==> src/rtl/score_ctrl_pkg.sv <==
// rtl/score_ctrl_pkg.sv - shared constants and BCD step helper for the scoreboard controller
package score_ctrl_pkg;

  localparam int NUM_DIGITS = 4;
  localparam int DIG_IDX_W  = 2;

  localparam logic [3:0] DIGIT_MAX = 4'd9;
  localparam logic [3:0] DIGIT_MIN = 4'd0;

  // Steps digit idx by +/-1; with cascade set, a wrap ripples into the next digit up.
  // Anything leaving digit 3 is dropped, so the score wraps 9999 <-> 0000.
  function automatic logic [4*NUM_DIGITS-1:0] bcd_step(
    input logic [4*NUM_DIGITS-1:0] num,
    input logic [DIG_IDX_W-1:0]    idx,
    input logic                    dec,
    input logic                    cascade
  );
    logic [4*NUM_DIGITS-1:0] res;
    logic [3:0]              dig;
    logic                    active;
    res    = num;
    active = 1'b0;
    for (int d = 0; d < NUM_DIGITS; d++) begin
      dig = num[d*4 +: 4];
      if (d == int'(idx)) active = 1'b1;
      if (active) begin
        if (dec) begin
          if (dig == DIGIT_MIN) begin
            res[d*4 +: 4] = DIGIT_MAX;
          end else begin
            res[d*4 +: 4] = dig - 4'd1;
            active        = 1'b0;
          end
        end else begin
          if (dig == DIGIT_MAX) begin
            res[d*4 +: 4] = DIGIT_MIN;
          end else begin
            res[d*4 +: 4] = dig + 4'd1;
            active        = 1'b0;
          end
        end
        if (!cascade) active = 1'b0;
      end
    end
    return res;
  endfunction

endpackage

==> src/rtl/score_ctrl_btn_debounce.sv <==
// rtl/score_ctrl_btn_debounce.sv - per-button synchroniser, debounce counter and press pulse
module btn_debounce #(
  parameter int DB_CYCLES = 16
) (
  input  logic i_clk,
  input  logic i_rst,
  input  logic i_btn,
  output logic o_press
);

  localparam int CW = (DB_CYCLES > 1) ? $clog2(DB_CYCLES) : 1;
  localparam logic [CW-1:0] CNT_LAST = CW'(DB_CYCLES - 1);

  logic          r_sync1;
  logic          r_sync2;
  logic          r_db;
  logic          r_db_q;
  logic [CW-1:0] r_cnt;

  always_ff @(posedge i_clk or negedge i_rst) begin
    if (!i_rst) begin
      r_sync1 <= 1'b0;
      r_sync2 <= 1'b0;
      r_db    <= 1'b0;
      r_db_q  <= 1'b0;
      r_cnt   <= '0;
    end else begin
      r_sync1 <= i_btn;
      r_sync2 <= r_sync1;
      r_db_q  <= r_db;
      // The level only flips after DB_CYCLES consecutive differing samples.
      if (r_sync2 != r_db) begin
        if (r_cnt == CNT_LAST) begin
          r_db  <= ~r_db;
          r_cnt <= '0;
        end else begin
          r_cnt <= r_cnt + 1'b1;
        end
      end else begin
        r_cnt <= '0;
      end
    end
  end

  assign o_press = r_db & ~r_db_q;

endmodule

==> src/rtl/score_ctrl.sv <==
// rtl/score_ctrl.sv - button-driven 4-digit BCD score with arbitration and digit blink mask
module score_ctrl
  import score_ctrl_pkg::*;
#(
  parameter int DB_CYCLES    = 16,
  parameter int BLINK_CYCLES = 8,
  parameter int CARRY        = 1
) (
  input  logic                    i_clk,
  input  logic                    i_rst,
  input  logic [NUM_DIGITS-1:0]   i_btn,
  input  logic                    i_dec,
  input  logic                    i_clr,
  output logic [4*NUM_DIGITS-1:0] o_num,
  output logic [NUM_DIGITS-1:0]   o_le_mask,
  output logic                    o_upd,
  output logic                    o_busy
);

  localparam int BC_W = $clog2(BLINK_CYCLES + 1);

  logic [NUM_DIGITS-1:0]   w_press;
  logic [NUM_DIGITS-1:0]   w_served;
  logic [DIG_IDX_W-1:0]    w_idx;
  logic                    w_serve;
  logic [NUM_DIGITS-1:0]   w_pending_next;
  logic [4*NUM_DIGITS-1:0] w_num_next;

  logic [NUM_DIGITS-1:0]   r_pending;
  logic [4*NUM_DIGITS-1:0] r_num;
  logic [NUM_DIGITS-1:0]   r_le_mask;
  logic [BC_W-1:0]         r_blink_cnt;
  logic                    r_upd;
  logic                    r_busy;

  for (genvar g = 0; g < NUM_DIGITS; g++) begin : g_btn
    btn_debounce #(.DB_CYCLES(DB_CYCLES)) u_db (
      .i_clk   (i_clk),
      .i_rst   (i_rst),
      .i_btn   (i_btn[g]),
      .o_press (w_press[g])
    );
  end

  // Fixed priority: scanning downward lets the lowest pending index win.
  always_comb begin
    w_served = '0;
    w_idx    = '0;
    for (int i = NUM_DIGITS - 1; i >= 0; i--) begin
      if (r_pending[i]) begin
        w_served    = '0;
        w_served[i] = 1'b1;
        w_idx       = DIG_IDX_W'(i);
      end
    end
  end

  assign w_serve        = (|r_pending) & ~i_clr;
  assign w_pending_next = i_clr ? '0 : ((r_pending & ~w_served) | w_press);
  assign w_num_next     = bcd_step(r_num, w_idx, i_dec, CARRY != 0);

  always_ff @(posedge i_clk or negedge i_rst) begin
    if (!i_rst) begin
      r_pending   <= '0;
      r_busy      <= 1'b0;
      r_num       <= '0;
      r_le_mask   <= '0;
      r_blink_cnt <= '0;
      r_upd       <= 1'b0;
    end else begin
      r_pending <= w_pending_next;
      r_busy    <= |w_pending_next;
      if (i_clr) begin
        r_num       <= '0;
        r_le_mask   <= '0;
        r_blink_cnt <= '0;
        r_upd       <= 1'b0;
      end else if (w_serve) begin
        r_num       <= w_num_next;
        r_le_mask   <= w_served;
        r_blink_cnt <= BC_W'(BLINK_CYCLES);
        r_upd       <= 1'b1;
      end else begin
        r_upd <= 1'b0;
        if (r_blink_cnt != '0) begin
          r_blink_cnt <= r_blink_cnt - 1'b1;
          if (r_blink_cnt == BC_W'(1)) r_le_mask <= '0;
        end
      end
    end
  end

  assign o_num     = r_num;
  assign o_le_mask = r_le_mask;
  assign o_upd     = r_upd;
  assign o_busy    = r_busy;

endmodule

==> config.mk <==
export PLATFORM = sky130hd
export DESIGN_NAME = score_ctrl
export DESIGN_NICKNAME = d
export VERILOG_FILES = /design/src/rtl/score_ctrl_pkg.sv /design/src/rtl/score_ctrl_btn_debounce.sv /design/src/rtl/score_ctrl.sv
export SDC_FILE = /design/constraint.sdc
export NUM_CORES = 1
export LEC_CHECK = 0
export ABC_AREA = 0
export BUFFER_PORTS_ARGS = -buffer_cell sky130_fd_sc_hd__buf_2
export CAP_MARGIN = 20
export CORE_MARGIN = 4
export CORE_UTILIZATION = 30
export CTS_CLUSTER_DIAMETER = 50
export DETAILED_ROUTE_END_ITERATION = 10
export PLACE_DENSITY = 0.53
export SYNTH_ARGS = -nofsm -noshare
export SYNTH_HDL_FRONTEND = slang
export SYNTH_SLANG_ARGS = --single-unit
==> constraint.sdc <==
create_clock -name i_clk -period 2.3 [get_ports i_clk]
set_input_delay 0.23 -clock i_clk [delete_from_list [all_inputs] [get_ports i_clk]]
set_output_delay 0.23 -clock i_clk [all_outputs]
set_load 0.01 [all_outputs]
==> run_results.csv, run 1 <==
group,metric,value,unit
critical_path,reg2reg_depth,7,
sta,drv_slew,0,
min_path,min_path_type,"input port to async pin",
sta,fin_tns_setup,0,ns
sta,finalSetupViolCount,0,
logic_synthesis,synth-adder-area-share,5.01,%
grt,grtUsageTotal,11.3,%
layout,antennaDiodeCount,0,
floorplan,fp.dieH,112,microns
logic_synthesis,yosys-top-cells-area,"dfrtp_1 (48%), ha_1 (5.0%), a21oi_1 (4.6%), xnor2_1 (3.5%), o21ai_0 (3.4%)",
cts,clockBufferDepth,2,
placed_design,place_inst,490,
critical_path,critPathLaunchType,"register",
placed_design,hpwl,4.73,mm
logic_synthesis,syn_area,3250,sq um
outcome,status,"completed",
sta,fin_crit,2.13,ns
sta,finalHoldViolations,0,
route,vias,2495,
floorplan,coreArea,10400,sq um
critical_path,r2r_slack,0.17,ns
route,wire_per_inst,13.2,microns
grt,antenna_found_initial,0,
logic_synthesis,synth_mux_area_share,4.62,%
logic_synthesis,ys_seq_area_share,47.8,%
logic_synthesis,ys_types,52,
logic_synthesis,synth_compound_gate_area_share,16.6,%
power,peakVddDrop,0.350,mV
layout,fin_cells,511,
floorplan,die-area,12600,sq um
cts,post_cts_resized,0,
grt,grt_pass1_wl,11.6,mm
critical_path,crit_fanout,7,
cts,cts_tree,"yes",
logic_synthesis,synth_top_cell_by_area,"dfrtp_1",
sta,slew_headroom,68.4,%
cts,clock_latency,0.35,ns
layout,syn_to_final_growth,17.2,%
cts,cts_inserted_buffers,9,
critical_path,r2r_start,"o_num[8]$_DFFE_PN0P_",
floorplan,pin_count,30,
power,power_density,702,nW/um^2
logic_synthesis,async_flop_share,100,%
critical_path,rr_endpoint,"o_num[14]$_DFFE_PN0P_",
route,avgViaCountPerCell,4.88,
grt,grt_pass1_vias,2419,
route,drtIter0Drc,171,
logic_synthesis,syn-instance-count,331,
critical_path,crit_type,"register to register",
sta,fmax,0.469,GHz
critical_path,crit_required,2.53,ns
flow_run,cap_violations,0,
logic_synthesis,yosys.area_share.xor_xnor,4.04,%
floorplan,die_w,112,microns
logic_synthesis,synth_top_area_share,47.8,%
sta,clock_skew,0.00782,ns
grt,grt_max_degree,38,
logic_synthesis,ys_seq_elements,62,
logic_synthesis,synthSimpleGateAreaFrac,17.9,%
logic_synthesis,syn_area_per_cell,9.81,sq um
sta,tightest_slew,0.474,ns
cts,cts_max_level,3,
cts,ctsRootBufferMaster,"clkbuf_8",
logic_synthesis,synth_edf_count,0,
layout,fillCellCount,1056,
logic_synthesis,ys_warn_count,0,
cts,cts.sink_count,62,
grt,overflow,0,
sta,fin_crit_sh,92.7,%
floorplan,initial_core_util,31.2,%
sta,rsz0062_at_grt,"false",
layout,layout.nets,391,
placed_design,port_buffers,29,
cts,clkTransAtPathRegs,0.07,ns
placed_design,gp_congestion,0.764,
route,wl,6.76,mm
cts,cts_setup_buffers,0,
route,ant_nets,0,
logic_synthesis,synth_top_family_by_area,"simple AND/OR/NAND/NOR gates",
route,drc,0,
logic_synthesis,ys.flop_type,"dfrtp_1",
critical_path,cp.arrival,2.37,ns
critical_path,critPathCaptureType,"register",
layout,drive_above_1_share,18.1,%
route,firstDrtPassIters,4,
floorplan,fp-row-count,37,
power,p_leak,1.72,nW
logic_synthesis,synthesis.nets,352,
cts,cts_hold_buf,5,
==> kinds of logic (layout without fill, tap and decap cells) <==
kind of cell,count (synthesis),in the layout
multiplexers,12,12
buffers and inverters,34,78
XOR/XNOR,15,15
adder cells (fa/ha/maj),13,13
AO/OA/AOI/OAI,86,86
flip-flops,62,62
AND/OR/NAND/NOR,109,109
==> critical path: stages (launching register included) <==
cell and delay, ns:
dfrtp_1 0.47, inv_1 0.10, ha_1 0.28, nand4bb_1 0.14, nor2b_1 0.18, o21ai_0 0.12, a311o_2 0.43, mux2_4 0.31
==> state kept, by name (all words and copies together), names as in the netlist <==
signal              count
g_btn.u_db.r_sync2      4
g_btn.u_db.r_cnt       16
g_btn.u_db.r_db         4
r_blink_cnt             4
o_busy                  1
o_le_mask               4
o_num                  16
r_pending               4
g_btn.u_db.r_sync1      4
o_upd                   1
g_btn.u_db.r_db_q       4
==> routing by layer <==
| metal | wire (microns) | up-vias | GRT usage [%] |
|---|---|---|---|
| met4 | 123 | 0 | 4.17 |
| li1 | - | 1253 | - |
| met3 | 328 | 12 | 3.77 |
| met1 | 3330 | 1185 | 14.9 |
| met2 | 2990 | 45 | 17.4 |
| met5 | 0 | - | 0 |
==> synth_stat cells, types with 2 or more instances <==
| cell type | n |
|---|---|
| a211oi_1 | 4 |
| a21o_1 | 3 |
| a21oi_1 | 30 |
| a221o_1 | 2 |
| a22o_1 | 2 |
| a22oi_1 | 2 |
| a311oi_1 | 3 |
| a31oi_1 | 3 |
| a32o_1 | 2 |
| and4_1 | 2 |
| buf_1 | 2 |
| clkbuf_1 | 12 |
| dfrtp_1 | 62 |
| ha_1 | 13 |
| inv_1 | 18 |
| mux2_2 | 6 |
| mux2_4 | 2 |
| mux2i_1 | 3 |
| nand2_1 | 21 |
| nand2b_1 | 7 |
| nand3_1 | 11 |
| nand3b_1 | 3 |
| nand4b_1 | 4 |
| nor2_1 | 27 |
| nor2b_1 | 9 |
| nor3_1 | 8 |
| nor3b_1 | 6 |
| o211ai_1 | 3 |
| o21a_1 | 2 |
| o21ai_0 | 22 |
| o22ai_1 | 2 |
| or3_1 | 2 |
| xnor2_1 | 13 |
| xor2_1 | 2 |
==> placed cells by master, fill, tap and decap left out, types with 11 or more instances in the layout <==
cell type	synthesis	layout
dfrtp_1	62	62
a21oi_1	30	30
buf_2	1	29
nor2_1	27	27
o21ai_0	22	22
nand2_1	21	21
inv_1	18	18
xnor2_1	13	13
ha_1	13	13
nand3_1	11	11
==> final cells by class <==
cell class	count	area (sq um)	area share, %
clock buffer	10	138	3.61
tap	136	170	4.47
timing repair buffer	44	270	7.10
multi-input combinational	235	1560	41.1
inverter	18	67.6	1.77
clock inverter	6	46.3	1.22
sequential	62	1550	40.7
==> per-stage QoR <==
step / cell area [sq um] / hold WS [ns] / util, % / setup WS, ns / power [W]
finish: 3810 / 0.189 / 36.6 / 0.169 / 0.00267
detailed placement: 3570 / 0.0202 / 34.3 / 0.198 / 0.00180
global placement: 3570 / 0.0224 / 34.3 / 0.247 / 0.00180
CTS: 3810 / 0.174 / 36.6 / 0.180 / 0.00272
global route: 3810 / 0.191 / 36.6 / 0.0575 / 0.00285
floorplan: 3250 / -0.0656 / - / 0.304 / 0.00166
==> power by group <==
group | internal [W] | total, W | switching [W]
clock | 0.000425 | 0.000884 | 0.000460
combinational | 0.000244 | 0.000521 | 0.000277
sequential | 0.00117 | 0.00127 | 0.000104
total | 0.00183 | 0.00267 | 0.000840
==> worst max path at each step <==
stage	start	endpoint	slack, ns
final	o_num[8]$_DFFE_PN0P_	o_num[14]$_DFFE_PN0P_	0.17
after global routing	o_num[8]$_DFFE_PN0P_	o_num[13]$_DFFE_PN0P_	0.06
after CTS	o_num[8]$_DFFE_PN0P_	o_num[14]$_DFFE_PN0P_	0.18
after detailed placement	o_num[8]$_DFFE_PN0P_	o_num[13]$_DFFE_PN0P_	0.20
after global placement	o_num[8]$_DFFE_PN0P_	o_num[13]$_DFFE_PN0P_	0.25
after floorplan	o_num[8]$_DFFE_PN0P_	o_num[13]$_DFFE_PN0P_	0.30
Power figures use the tool's default switching activity.
==> inputs of run 2 (changes only) <==
--- a/config.mk
+++ b/config.mk
@@ -13,6 +13,8 @@
 export CTS_CLUSTER_DIAMETER = 50
 export DETAILED_ROUTE_END_ITERATION = 10
 export PLACE_DENSITY = 0.53
+export RECOVER_POWER = 100
+export SLEW_MARGIN = 20
 export SYNTH_ARGS = -nofsm -noshare
 export SYNTH_HDL_FRONTEND = slang
 export SYNTH_SLANG_ARGS = --single-unit
==> run_results.csv, run 2 (same netlist as run 1, synthesis figures left out) <==
group,metric,value,unit
placed_design,gp_congestion,0.764,
sta,fmax,0.469,GHz
sta,drv_slew,0,
grt,grt_max_degree,38,
cts,clockBufferDepth,2,
layout,final_cell_mix,"dfrtp_1 (62), a21oi_1 (30), nor2_1 (27), clkbuf_1 (25), o21ai_0 (22)",
critical_path,path_buf_inv,1,
cts,clkTransAtPathRegs,0.07,ns
critical_path,critPathCaptureType,"register",
route,ant_nets,0,
layout,antennaDiodeCount,0,
floorplan,pin_count,30,
power,power_density,707,nW/um^2
critical_path,cp.arrival,2.36,ns
floorplan,die-area,12600,sq um
placed_design,dp_slack,0.198,ns
cts,cts_max_level,3,
critical_path,slowest_stage,"dfrtp_1",
route,firstDrtPassIters,4,
outcome,status,"completed",
sta,rsz0062_at_grt,"false",
cts,cts_tree,"yes",
placed_design,place_inst,490,
grt,overflow,0,
critical_path,crit_required,2.53,ns
sta,finalHoldViolations,0,
grt,grt_pass1_wl,11.6,mm
floorplan,fp.dieH,112,microns
sta,fin_tns_setup,0,ns
route,avgViaCountPerCell,4.90,
layout,final_common_cell,"dfrtp_1",
sta,setup_slack,0.166,ns
power,p_leak,1.61,nW
critical_path,crit_start,"o_num[8]$_DFFE_PN0P_",
floorplan,fp-row-count,37,
sta,fin_crit_sh,92.8,%
critical_path,r2r_start,"o_num[8]$_DFFE_PN0P_",
layout,drive_above_1_share,10.7,%
cts,post_cts_resized,0,
sta,clock_skew,0.00742,ns
cts,cts_setup_buffers,0,
sta,finalSetupViolCount,0,
route,drc,0,
grt,grtUsageTotal,11.3,%
layout,syn_to_final_growth,15.4,%
floorplan,initial_core_util,31.2,%
critical_path,crit_path_max_incr_delay,0.46,ns
sta,slew_headroom,11.9,%
placed_design,port_buffers,29,
cts,ctsRootBufferMaster,"clkbuf_8",
layout,fin_util,36.0,%
cts,cts_inserted_buffers,9,
route,drtIter0Drc,137,
layout,fin_cells,511,
route,wire_per_inst,13.3,microns
route,wl,6.78,mm
cts,clock_latency,0.34,ns
min_path,min_path_type,"input port to async pin",
floorplan,die_w,112,microns
grt,grt_pass1_vias,2419,
critical_path,crit_fanout,7,
flow_run,cap_violations,0,
critical_path,crit_path_cell_trace,"inv_1 -> ha_1 -> nand4bb_1 -> nor2b_1 -> o21ai_0 -> a311o_2 -> mux2_1",
floorplan,coreArea,10400,sq um
power,peakVddDrop,0.351,mV
layout,layout.nets,391,
critical_path,crit_family,"compound AO/OA/AOI/OAI gates",
sta,fin_crit,2.13,ns
critical_path,critPathLaunchType,"register",
cts,cts.sink_count,62,
sta,tightest_slew,1.32,ns
placed_design,hpwl,4.73,mm
route,vias,2503,
cts,cts_hold_buf,5,
grt,antenna_found_initial,0,
critical_path,crit_type,"register to register",
run 2: cell types whose count changed in the layout (fill, tap and decap cells not counted), sizes merged:
cell / previous run / this run
buf: 39 / 13
clkbuf: 10 / 36
run 2: layer usage:
| metal | track usage [%] | wire length, microns |
|---|---|---|
| met1 | 14.9 | 3370 |
| met2 | 17.4 | 3090 |
| met3 | 3.77 | 279 |
| met4 | 4.17 | 42 |
| met5 | 0 | 0 |
run 2: cell type report:
class / instances / area [sq um]
clock buffers: 10 / 138
inverters: 18 / 67.6
multi-input cells: 235 / 1550
well taps: 136 / 170
flip-flops and latches: 62 / 1550
fillers: 1082 / 6670
repair buffers: 44 / 224
clock inverters: 6 / 46.3
run 2: metrics by stage:
stage | hold WS (ns) | instance area (sq um) | power, W
detailed placement | 0.0202 | 3570 | 0.00180
global route | 0.197 | 3750 | 0.00283
finish | 0.198 | 3750 | 0.00265
global placement | 0.0224 | 3570 | 0.00180
floorplan | -0.0656 | 3250 | 0.00166
CTS | 0.174 | 3810 | 0.00272
run 2: power by group:
group          leakage (nW)  internal, W  switching [W]  total [W]
logic                 0.694     0.000226       0.000277   0.000504
clock network        0.0889     0.000425       0.000455   0.000880
registers             0.829      0.00117       0.000103    0.00127
run 2: final timing paths:
check / endpoint / slack (ns) / depth (start not counted)
max in group asynchronous: g_btn[1].u_db.r_cnt[2]$_DFF_PN0_ / 0.65 / 3
hold / removal: o_num[7]$_DFFE_PN0P_ / 0.20 / 2
setup reg to reg: o_num[13]$_DFFE_PN0P_ / 0.17 / 7
hold reg to reg: g_btn[1].u_db.r_sync2$_DFF_PN0_ / 0.35 / 0
setup / recovery: o_num[13]$_DFFE_PN0P_ / 0.17 / 7
min in group i_clk: o_num[10]$_DFFE_PN0P_ / 0.29 / 4
==> inputs of run 3 (changes only) <==
--- a/config.mk
+++ b/config.mk
@@ -6,9 +6,9 @@
 export NUM_CORES = 1
 export LEC_CHECK = 0
 export ABC_AREA = 0
+export ABC_CLOCK_PERIOD_IN_PS = 2300
 export BUFFER_PORTS_ARGS = -buffer_cell sky130_fd_sc_hd__buf_2
 export CAP_MARGIN = 20
-export CORE_MARGIN = 4
 export CORE_UTILIZATION = 30
 export CTS_CLUSTER_DIAMETER = 50
 export DETAILED_ROUTE_END_ITERATION = 10
==> constraint.sdc (replaced) <==
create_clock -name i_clk -period 2.3 [get_ports i_clk]
set_input_delay 0.115 -clock i_clk [delete_from_list [all_inputs] [get_ports i_clk]]
set_output_delay 0.115 -clock i_clk [all_outputs]
set_load 0.01 [all_outputs]
==> run_results.csv, run 3 (same netlist as run 1, synthesis figures left out) <==
group,metric,value,unit
outcome,status,"completed",
power,netSwitchingFraction,26.0,%
floorplan,pin_count,30,
sta,fin_tns_setup,0,ns
route,firstDrtPassIters,4,
cts,cts_tree,"yes",
critical_path,critPathCaptureType,"register",
power,switching_power,0.000807,W
grt,grt_max_degree,48,
critical_path,crit_fanout,7,
sta,setup_slack,0.209,ns
route,wl,6.62,mm
power,power_density,805,nW/um^2
sta,drv_slew,0,
critical_path,crit_type,"register to register",
sta,finalHoldViolations,0,
critical_path,crit_path_cell_trace,"inv_1 -> ha_1 -> nand4bb_1 -> nor2b_1 -> o21ai_0 -> a311o_2 -> mux2_4",
layout,final_cell_mix,"dfrtp_1 (62), a21oi_1 (30), nor2_1 (27), clkbuf_1 (25), o21ai_0 (22)",
cts,cts_setup_buffers,0,
min_path,worstHoldPathCells,3,
layout,syn_to_final_growth,18.5,%
route,avgViaCountPerCell,4.96,
placed_design,hpwl,4.54,mm
route,wire_per_inst,13.0,microns
sta,finalSetupViolCount,0,
placed_design,port_buffers,29,
grt,antenna_found_initial,0,
sta,slew_headroom,39.2,%
sta,tightest_slew,0.913,ns
critical_path,r2r_start,"o_num[8]$_DFFE_PN0P_",
power,pwr-share-seq,41.0,%
min_path,min_path_type,"input port to register",
grt,grtUsageTotal,12.9,%
placed_design,gp_congestion,0.796,
route,vias,2524,
floorplan,fp.dieH,106,microns
sta,fin_crit_sh,90.9,%
power,peakVddDrop,0.308,mV
cts,cts_hold_buf,5,
route,drc,0,
min_path,whs_endpoint,"o_num[2]$_DFFE_PN0P_",
critical_path,r2r_slack,0.21,ns
grt,grt_pass1_vias,2418,
cts,clockBufferDepth,2,
power,comb_power_share,16.5,%
route,ant_nets,0,
critical_path,reg2reg_depth,7,
cts,cts_inserted_buffers,9,
sta,clock_skew,0.00647,ns
sta,hold_ws,0.160,ns
flow_run,cap_violations,0,
cts,cts.sink_count,62,
placed_design,dp_slack,0.207,ns
grt,overflow,0,
floorplan,coreArea,10400,sq um
power,clkPwrFrac,42.5,%
sta,fin_crit,2.09,ns
critical_path,rr_endpoint,"o_num[13]$_DFFE_PN0P_",
route,drtIter0Drc,191,
critical_path,cp.arrival,2.31,ns
cts,post_cts_resized,0,
cts,cts_max_level,3,
grt,grt_pass1_wl,11.6,mm
critical_path,crit_required,2.52,ns
layout,layout.nets,389,
power,p_leak,1.66,nW
floorplan,die-area,11200,sq um
floorplan,fp-row-count,37,
cts,clkTransAtPathRegs,0.07,ns
cts,clock_latency,0.33,ns
critical_path,slowest_stage,"dfrtp_1",
floorplan,initial_core_util,31.2,%
layout,antennaDiodeCount,0,
min_path,min_from,"i_dec",
sta,fmax,0.478,GHz
layout,final_common_cell,"dfrtp_1",
cts,ctsRootBufferMaster,"clkbuf_8",
critical_path,critPathLaunchType,"register",
critical_path,crit_path_max_incr_delay,0.44,ns
power,p_int,0.00229,W
sta,rsz0062_at_grt,"false",
floorplan,die_w,106,microns
layout,drive_above_1_share,11.0,%
==> run 3: changes by cell type in the layout (fill, tap and decap cells not counted), moves of 2 or more <==
cell | previous run | this run
bufinv_16 | 0 | 4
clkinvlp_4 | 2 | 0
mux2_1 | 2 | 0
mux2_4 | 0 | 2
==> run 3: metrics by stage <==
stage	instances	util [%]	total power [W]	cell area [sq um]
floorplan	331	-	0.00166	3250
global placement	488	34.3	0.00180	3570
detailed placement	488	34.3	0.00181	3570
CTS	509	37.5	0.00316	3900
global route	509	36.9	0.00328	3850
finish	509	36.9	0.00310	3850
==> run 3: how the worst max path moves through the flow <==
| stage | end | cells past startpoint | start | slack (ns) |
|---|---|---|---|---|
| final | o_num[13]$_DFFE_PN0P_ | 7 | o_num[8]$_DFFE_PN0P_ | 0.21 |
| after global routing | o_num[14]$_DFFE_PN0P_ | 7 | o_num[8]$_DFFE_PN0P_ | 0.02 |
| after CTS | o_num[13]$_DFFE_PN0P_ | 7 | o_num[8]$_DFFE_PN0P_ | 0.21 |
| after detailed placement | o_num[14]$_DFFE_PN0P_ | 7 | o_num[8]$_DFFE_PN0P_ | 0.21 |
| after global placement | o_num[13]$_DFFE_PN0P_ | 7 | o_num[8]$_DFFE_PN0P_ | 0.26 |
| after floorplan | o_num[13]$_DFFE_PN0P_ | 7 | o_num[8]$_DFFE_PN0P_ | 0.30 |
==> run 3: area by class of cell <==
class,count,area [sq um]
clock buffers,11,151
clock inverters,5,129
fillers,1088,6570
inverters,18,67.6
multi-input cells,235,1560
flip-flops and latches,62,1550
well taps,136,170
repair buffers,42,214
==> run 3: routing by layer <==
metal  wire length, microns  global-route usage (%)  up-vias
met5                      0                       0        -
met4                     63                    4.46        0
met3                    255                    3.13        8
met2                   3080                    20.9       41
met1                   3220                    16.9     1224
li1                       -                       -     1251
==> run 3: power by group through the flow <==
stage               clock network, W  registers [W]  logic [W]
floorplan                          0        0.00126   0.000399
global placement                   0        0.00129   0.000511
detailed placement                 0        0.00129   0.000520
CTS                          0.00136        0.00127   0.000531
global route                 0.00141        0.00129   0.000587
finish                       0.00132        0.00127   0.000513
==> run 3: worst max-delay path: cells and delay by family (launching register included) <==
family / cells / cell delay, ns
compound gates: 2 / 0.55
buf+inv: 1 / 0.10
simple gates: 2 / 0.31
flops: 1 / 0.44
mux: 1 / 0.31
fa+ha+maj: 1 / 0.27
